### config.mk
export PLATFORM = sky130hd
export DESIGN_NAME = stat_result_packetizer_flat
export DESIGN_NICKNAME = d
export VERILOG_FILES = /design/src/rtl/stat_pkg.sv /design/src/rtl/stat_result_packetizer_if.sv /design/src/rtl/stat_result_packetizer.sv /design/src/flat_wrapper.sv
export SDC_FILE = /design/constraint.sdc
export NUM_CORES = 1
export LEC_CHECK = 0
export ABC_AREA = 1
export CAP_MARGIN = 20
export CORE_AREA = 2 2 126 128
export DETAILED_ROUTE_END_ITERATION = 10
export DIE_AREA = 0 0 128 130
export GPL_TIMING_DRIVEN = 0
export RECOVER_POWER = 25
export SLEW_MARGIN = 30
export SYNTH_ARGS = -nofsm -noshare
export SYNTH_HDL_FRONTEND = slang
export SYNTH_SLANG_ARGS = --single-unit
### constraint.sdc
create_clock -name clk -period 1.9 [get_ports clk]
set_input_delay 0.38 -clock clk [delete_from_list [all_inputs] [get_ports clk]]
set_output_delay 0.38 -clock clk [all_outputs]
set_load 0.1 [all_outputs]
### src/rtl/stat_pkg.sv
// rtl/stat_pkg.sv - shared constants and state type for the statistics result packetizer
package stat_pkg;
  localparam logic [7:0] HEADER_BYTE_DEFAULT = 8'hA5;
  localparam int         PKT_LEN             = 11;
  localparam logic [3:0] CSUM_IDX            = 4'd10;

  typedef enum logic [1:0] {IDLE, SEND, DONE} state_t;
endpackage

### src/rtl/stat_result_packetizer_if.sv
// rtl/stat_result_packetizer_if.sv - byte stream from the packetizer to the Ethernet sender
interface stat_result_packetizer_if;
  logic [7:0] tx_data;
  logic       tx_valid;
  logic       tx_ready;
  logic       tx_last;

  modport master (output tx_data, output tx_valid, output tx_last, input tx_ready);
  modport slave  (input tx_data, input tx_valid, input tx_last, output tx_ready);
endinterface

### src/rtl/stat_result_packetizer.sv
// rtl/stat_result_packetizer.sv - frames one mean/sd/variance result as an 11-byte packet
// and streams it out with a running checksum; every output is registered.
module stat_result_packetizer
  import stat_pkg::*;
#(
  parameter logic [7:0] HEADER_BYTE = HEADER_BYTE_DEFAULT
) (
  input  logic        clk,
  input  logic        rstn,
  input  logic        result_valid,
  input  logic [15:0] mean_in,
  input  logic [15:0] sd_in,
  input  logic [31:0] var_in,
  output logic        result_ready,
  output logic        data_sent,
  output logic [7:0]  seq_num,
  output logic [7:0]  drop_count,
  stat_result_packetizer_if.master tx
);
  state_t      state, state_next;
  logic [3:0]  idx, idx_next;
  logic [7:0]  csum, csum_next;
  logic [15:0] mean_q, sd_q;
  logic [31:0] var_q;
  logic [7:0]  seq_q;
  logic        latch;
  logic [7:0]  data_next, seq_next, drop_next;
  logic        valid_next, last_next, sent_next;

  function automatic logic [7:0] pkt_byte(input logic [3:0] i, input logic [7:0] seq,
                                          input logic [15:0] m, input logic [15:0] s,
                                          input logic [31:0] v, input logic [7:0] sum);
    case (i)
      4'd0:    pkt_byte = HEADER_BYTE;
      4'd1:    pkt_byte = seq;
      4'd2:    pkt_byte = m[15:8];
      4'd3:    pkt_byte = m[7:0];
      4'd4:    pkt_byte = s[15:8];
      4'd5:    pkt_byte = s[7:0];
      4'd6:    pkt_byte = v[31:24];
      4'd7:    pkt_byte = v[23:16];
      4'd8:    pkt_byte = v[15:8];
      4'd9:    pkt_byte = v[7:0];
      default: pkt_byte = sum;
    endcase
  endfunction

  always_comb begin
    state_next = state;
    idx_next   = idx;
    csum_next  = csum;
    data_next  = tx.tx_data;
    valid_next = tx.tx_valid;
    last_next  = tx.tx_last;
    sent_next  = 1'b0;
    seq_next   = seq_num;
    drop_next  = drop_count;
    latch      = 1'b0;
    if (result_valid && state != IDLE && drop_count != 8'hFF)
      drop_next = drop_count + 8'd1;
    case (state)
      IDLE: begin
        if (result_valid) begin
          latch      = 1'b1;
          state_next = SEND;
          idx_next   = 4'd0;
          csum_next  = 8'd0;
          data_next  = HEADER_BYTE;
          valid_next = 1'b1;
          last_next  = 1'b0;
        end
      end
      SEND: begin
        if (tx.tx_ready) begin
          if (idx == CSUM_IDX) begin
            state_next = DONE;
            valid_next = 1'b0;
            last_next  = 1'b0;
            sent_next  = 1'b1;
            seq_next   = seq_num + 8'd1;
          end else begin
            // The next byte is precomputed so tx_data leaves a flop, including the checksum.
            idx_next  = idx + 4'd1;
            csum_next = csum + tx.tx_data;
            data_next = pkt_byte(idx_next, seq_q, mean_q, sd_q, var_q, csum_next);
            last_next = (idx_next == CSUM_IDX);
          end
        end
      end
      default: state_next = IDLE;
    endcase
  end

  always_ff @(posedge clk or negedge rstn) begin
    if (!rstn) begin
      state        <= IDLE;
      idx          <= 4'd0;
      csum         <= 8'd0;
      mean_q       <= 16'd0;
      sd_q         <= 16'd0;
      var_q        <= 32'd0;
      seq_q        <= 8'd0;
      tx.tx_data   <= 8'd0;
      tx.tx_valid  <= 1'b0;
      tx.tx_last   <= 1'b0;
      data_sent    <= 1'b0;
      seq_num      <= 8'd0;
      drop_count   <= 8'd0;
      result_ready <= 1'b1;
    end else begin
      state        <= state_next;
      idx          <= idx_next;
      csum         <= csum_next;
      tx.tx_data   <= data_next;
      tx.tx_valid  <= valid_next;
      tx.tx_last   <= last_next;
      data_sent    <= sent_next;
      seq_num      <= seq_next;
      drop_count   <= drop_next;
      result_ready <= (state_next == IDLE);
      if (latch) begin
        mean_q <= mean_in;
        sd_q   <= sd_in;
        var_q  <= var_in;
        seq_q  <= seq_num;
      end
    end
  end
endmodule
### src/flat_wrapper.sv
// flat-port wrapper written by rule: the top's interface ports become plain ports
module stat_result_packetizer_flat import stat_pkg::*;
#(
  parameter logic [7:0] HEADER_BYTE = HEADER_BYTE_DEFAULT
)
  (clk, rstn, result_valid, mean_in, sd_in, var_in, result_ready, data_sent, seq_num, drop_count, tx_tx_data, tx_tx_valid, tx_tx_last, tx_tx_ready);
  stat_result_packetizer_if tx_i ();
  input  logic clk;
  input  logic rstn;
  input  logic result_valid;
  input  logic [15:0] mean_in;
  input  logic [15:0] sd_in;
  input  logic [31:0] var_in;
  output logic result_ready;
  output logic data_sent;
  output logic [7:0] seq_num;
  output logic [7:0] drop_count;
  output wire logic [$bits(tx_i.tx_data)-1:0] tx_tx_data;
  output wire logic [$bits(tx_i.tx_valid)-1:0] tx_tx_valid;
  output wire logic [$bits(tx_i.tx_last)-1:0] tx_tx_last;
  input wire logic [$bits(tx_i.tx_ready)-1:0] tx_tx_ready;
  assign tx_tx_data = tx_i.tx_data;
  assign tx_tx_valid = tx_i.tx_valid;
  assign tx_tx_last = tx_i.tx_last;
  assign tx_i.tx_ready = tx_tx_ready;
  stat_result_packetizer #(.HEADER_BYTE(HEADER_BYTE)) u_core (.clk(clk), .rstn(rstn), .result_valid(result_valid), .mean_in(mean_in), .sd_in(sd_in), .var_in(var_in), .result_ready(result_ready), .data_sent(data_sent), .seq_num(seq_num), .drop_count(drop_count), .tx(tx_i));
endmodule
# Word-level counts from Yosys, hierarchy flattened
# Index checks and enable logic that the tools add are counted.
[word_totals]
reg_bits = 114
output_inout_bits = 28
word_cells = 76
[op_classes]
addsub = 4
eq_ne = 17
muxes = 30
reduce_logical = 11
[op_table]
columns = ["cell", "count"]
rows = [
  ["case mux 8 bit (10 select lines)", 1],
  ["two-way mux 8 bit", 6],
  ["case mux 8 bit (2 select lines)", 2],
  ["adder 8 x 1 -> 8 bit (second input constant)", 2],
  ["equality test 4 x 3 -> 1 bit (second input constant)", 4],
  ["equality test 4 bit (second input constant)", 4],
  ["two-way mux 4 bit", 3],
  ["two-way mux 1 bit", 11],
  ["adder 8 bit", 1],
  ["equality test 4 x 2 -> 1 bit (second input constant)", 2],
  ["!= test 8 bit (second input constant)", 1],
  ["case mux 4 bit (2 select lines)", 1],
  ["AND reduction 4 bit", 2],
  ["two-way mux 2 bit", 3],
  ["!= test 2 bit (second input constant)", 3],
  ["AND reduction 3 bit", 2],
  ["adder 4 x 1 -> 4 bit (second input constant)", 1],
  ["equality test 4 x 1 -> 1 bit (second input constant)", 1],
  ["zero test 2 bit", 2],
  ["zero test 4 bit", 1],
  ["case mux 1 bit (2 select lines)", 2],
  ["case mux 2 bit (2 select lines)", 1],
  ["nonzero test 2 bit", 2],
  ["equality test 2 x 1 -> 1 bit (second input constant)", 1],
  ["other kinds (2)", 3],
]

# Longest topological paths before layout
[logic_depth]
depth_word = 6
depth_mapped = 12

# Worst setup path before layout
# OpenSTA, ideal clock, no wires.
[synth_timing]
kind = "register to register"
startpoint = "register u_core.tx.tx_data[0]"
endpoint = "register u_core.tx.tx_data[6]"
arrival_time_ns = 2.075
setup_slack_ns = -0.294
stages_incl_launch_ff = 9
synth_period_minus_slack_ns = 2.194
cell_sequence = "dfrtp_1 -> ha_1 -> fa_1 -> nand4_1 -> nand3_1 -> xor2_1 -> nand2_1 -> nand3_1 -> nand2_1"
[synth_via]
elab_chain_cells = 5
[synth_rtl]
columns = ["element", "line_no", "text"]
rows = [
  ["start: declaration", "stat_result_packetizer_if.sv:8", "modport master (output tx_data, output tx_valid, output tx_last, input tx_ready);"],
  ["start signal: assignment", "stat_result_packetizer.sv:114", "tx.tx_data <= data_next;"],
  ["adder 8 bit", "stat_result_packetizer.sv:84", "csum_next = csum + tx.tx_data;"],
  ["case mux 8 bit (10 select lines)", "stat_result_packetizer.sv:33", "case (i)"],
  ["two-way mux 8 bit", "stat_result_packetizer.sv:75", "if (idx == CSUM_IDX) begin"],
  ["two-way mux 8 bit", "stat_result_packetizer.sv:74", "if (tx.tx_ready) begin"],
  ["case mux 8 bit (2 select lines)", "stat_result_packetizer.sv:61", "case (state)"],
]
# Every way passes these cells. The select of a mux whose other input is x is not followed.
# A chain may end at the register's enable or synchronous reset.

# Worst setup path in the final report
[layout_timing]
startpoint = "register u_core.result_ready"
endpoint = "output result_ready"
[layout_rtl]
columns = ["element", "line_no", "text"]
rows = [
  ["start: declaration", "stat_result_packetizer.sv:14", "output logic result_ready,"],
  ["start signal: assignment", "stat_result_packetizer.sv:120", "result_ready <= (state_next == IDLE);"],
  ["end: declaration", "flat_wrapper.sv:14", "output logic result_ready;"],
]
# No word-level cell between the ends.

==> impl_metrics.toml <==
[layout]
drive_above_1_share_pct = 31.7
seqCellArea_sq_mm = 0.00288
multi_input_area_sq_mm = 0.00266
area_growth_pct = 37.4
nets = 767
diodes = 0
finalNonFillerCells = 887
n_fill_cell = 1416

[power]
ir_drop_mv = 0.893
p_per_area_mw_per_mm2 = 1830
p_leak_nw = 3.50

[grt]
grt_max_degree = 62
grt_usage_pct = 17.9
grt_overflow = 0
grt_pass1_vias = 4526
grt_pass1_wl_um = 22700
antenna_found_initial = 0

[timing]
setup_viol = 0
whs_ns = 0.482
fin_ws_ns = 0.0465
hold_violations = 0
drv_slew = 0
min_period_over_period_pct = 97.6
slew_headroom_pct = 47.3
finClkSkew_ns = 0.00508
worst_pin_slew_ns = 0.790
period_needed_ns = 1.85
rsz0062_at_grt = "true"
fmax_mhz = 540

[routing]
top_layer_used = "met4"
vias_per_cell = 4.91
wl_met2_um = 6880
routed-wl-met3_um = 657
wl_met1_um = 6100
drt_iter0_markers = 242
drtPass1Iterations = 4
ant_nets = 0
routedWlPerCell_um = 15.7
drt_wl_total_um = 13900
via_count = 4353
route.detailed.drc = 0

[cts]
path_clk_slew_ns = 0.05
clock_sinks = 114
cts_buffers = 17
tritoncts = "yes"
cts_buffer_depth = 2
worstSkewPairLatency_ns = 0.42
cts_max_level = 4
cts_root_buf = "clkbuf_16"

[setup_path]
required_ns = 1.52
path_max_fanout = 1
cp_cell_sequence = "clkdlybuf4s15_2"
crit_arrival_ns = 1.47
crit_path_start_kind = "flop"
endpoint_kind = "output port"
crit_buf_inv = 1
slowest_delay_ns = 0.54
slowest_stage = "clkdlybuf4s15_2"
crit_family = "buffers and inverters"
path_class = "reg2out"

[place]
hpwl_um = 10100
placedCellCount = 845
io_buffers = 95
dp_slack_ns = -0.250
finalWeightedCongestion = 0.812

[floorplan]
fp.dieW_um = 128
die_h_um = 130
start_util_pct = 36.1
fp-row-count = 46
io_pins = 96
coreArea_sq_mm = 0.0154
dieArea_sq_mm = 0.0166

[synth]
synth-async-reset-ratio_pct = 100
syn_inst = 557
synth_warnings = 0
syn_nets = 641
ys_seq_area_share_pct = 51.2
ys_ff_latch = 114
synth-edff-count = 0
ys.flop_type = "dfrtp_1"
avgSynthCellArea_sq_um = 10.0
synthesis.area_sq_mm = 0.00557
yosysUniqueCellTypes = 37

[worst_hold_path]
min_path_type = "reg2reg"

[status]
status = "finished clean"

[run]
maxCapViolCount = 0
[cell usage after synthesis (all sizes together), types with 4 or more instances]
cell type / n / share of area [%]
a21oi: 8 / 0.72
buf: 11 / 1.1
dfrtp: 113 / 51
ha: 15 / 3.4
inv: 38 / 2.6
mux2: 66 / 13
nand2: 154 / 11
nand3: 33 / 3.2
nand4: 16 / 1.8
nor2: 42 / 4.0
nor3: 4 / 0.74
o21ai: 20 / 1.8
xnor2: 10 / 1.7
xor2: 13 / 2.2
[logic make-up after synthesis]
kind of cell	Yosys count	synth area share (%)
AO/OA/AOI/OAI	36	3.55
XOR/XNOR	23	3.88
adder cells (fa/ha/maj)	16	3.73
buffers and inverters	53	3.95
flip-flops	114	51.2
multiplexers	66	13.3
AND/OR/NAND/NOR	249	20.4
[path summary, 6_finish.rpt]
| kind | start | end | slack [ns] | cells past startpoint |
|---|---|---|---|---|
| worst max register to register | u_core.idx[1] | u_core.tx.tx_data[4] | 0.05 | 9 |
| worst min register to register | u_core.drop_count[4] | u_core.drop_count[4] | 0.48 | 1 |
| max in group asynchronous | rstn | u_core.var_q[30] | 0.53 | 3 |
| worst min-delay path | u_core.drop_count[4] | u_core.drop_count[4] | 0.48 | 1 |
| min in group asynchronous | rstn | u_core.seq_num[3] | 0.62 | 2 |
| worst max-delay path | u_core.result_ready | result_ready | 0.05 | 1 |
[flip-flops by register name, indices dropped and copies added (netlist names)]
name and flops:
u_core.csum 8, u_core.data_sent 1, u_core.drop_count 8, u_core.idx 4
u_core.mean_q 16, u_core.result_ready 1, u_core.sd_q 16, u_core.seq_num 8
u_core.seq_q 8, u_core.state 2, u_core.tx.tx_data 8, u_core.tx.tx_last 1
u_core.tx.tx_valid 1, u_core.var_q 32
[per-stage QoR]
stage / power (mW) / cell area [sq um] / util (%) / TNS [ns]
finish: 14.1 / 7660 / 49.7 / 0
global route: 15.0 / 7660 / 49.7 / -0.272
CTS: 13.7 / 7450 / 48.3 / -0.0311
detailed placement: 10.7 / 6820 / 44.2 / -3.97
global placement: 10.5 / 6790 / 44.0 / -462.30
floorplan: 8.98 / 5600 / - / 0
[metal layers]
| metal | vias to the layer above | global-route usage, % |
|---|---|---|
| met5 | - | 0 |
| met4 | 0 | 7.50 |
| li1 | 2099 | - |
| met3 | 23 | 4.14 |
| met1 | 2121 | 22.2 |
| met2 | 110 | 30.2 |
[final cells by class]
class	instances	area share (%)
repair buffers	106	14.2
inverters	40	2.09
flip-flops and latches	114	37.5
clock buffers	20	6.09
plain buffers	13	0.980
well taps	192	3.14
multi-input cells	390	34.7
repair inverters	1	0.0980
clock inverters	11	1.14
[layout by cell type, fill, tap and decap left out, drive strengths merged, types with 8 or more instances in the layout]
cell and count:
inv 38, nand2 154, clkinv 9, nand3 33
buf 20, a21oi 8, mux2 66, dfrtp 113
ha 15, o21ai 20, nor2 42, clkdlybuf4s15 28
clkbuf 24, nand4 16, xnor2 10, clkdlybuf4s50 66
xor2 13
[timing repair]
item | in CTS | in global routing
setup buffers | 1 | 8
gates cloned | 0 | 1
pin swaps | 2 | 21
hold buffers | 1 | 0
setup endpoints to repair | 47 | 24
endpoints found under the hold margin | 52 | 0
gates resized for setup | 93 | 37
[power breakdown]
group / total, mW / switching [mW] / internal (mW)
Clock: 2.98 / 1.10 / 1.87
Combinational: 6.73 / 4.30 / 2.43
Sequential: 4.35 / 0.764 / 3.58
Total: 14.1 / 6.17 / 7.88
No activity file was read; power rests on OpenSTA's default activity.
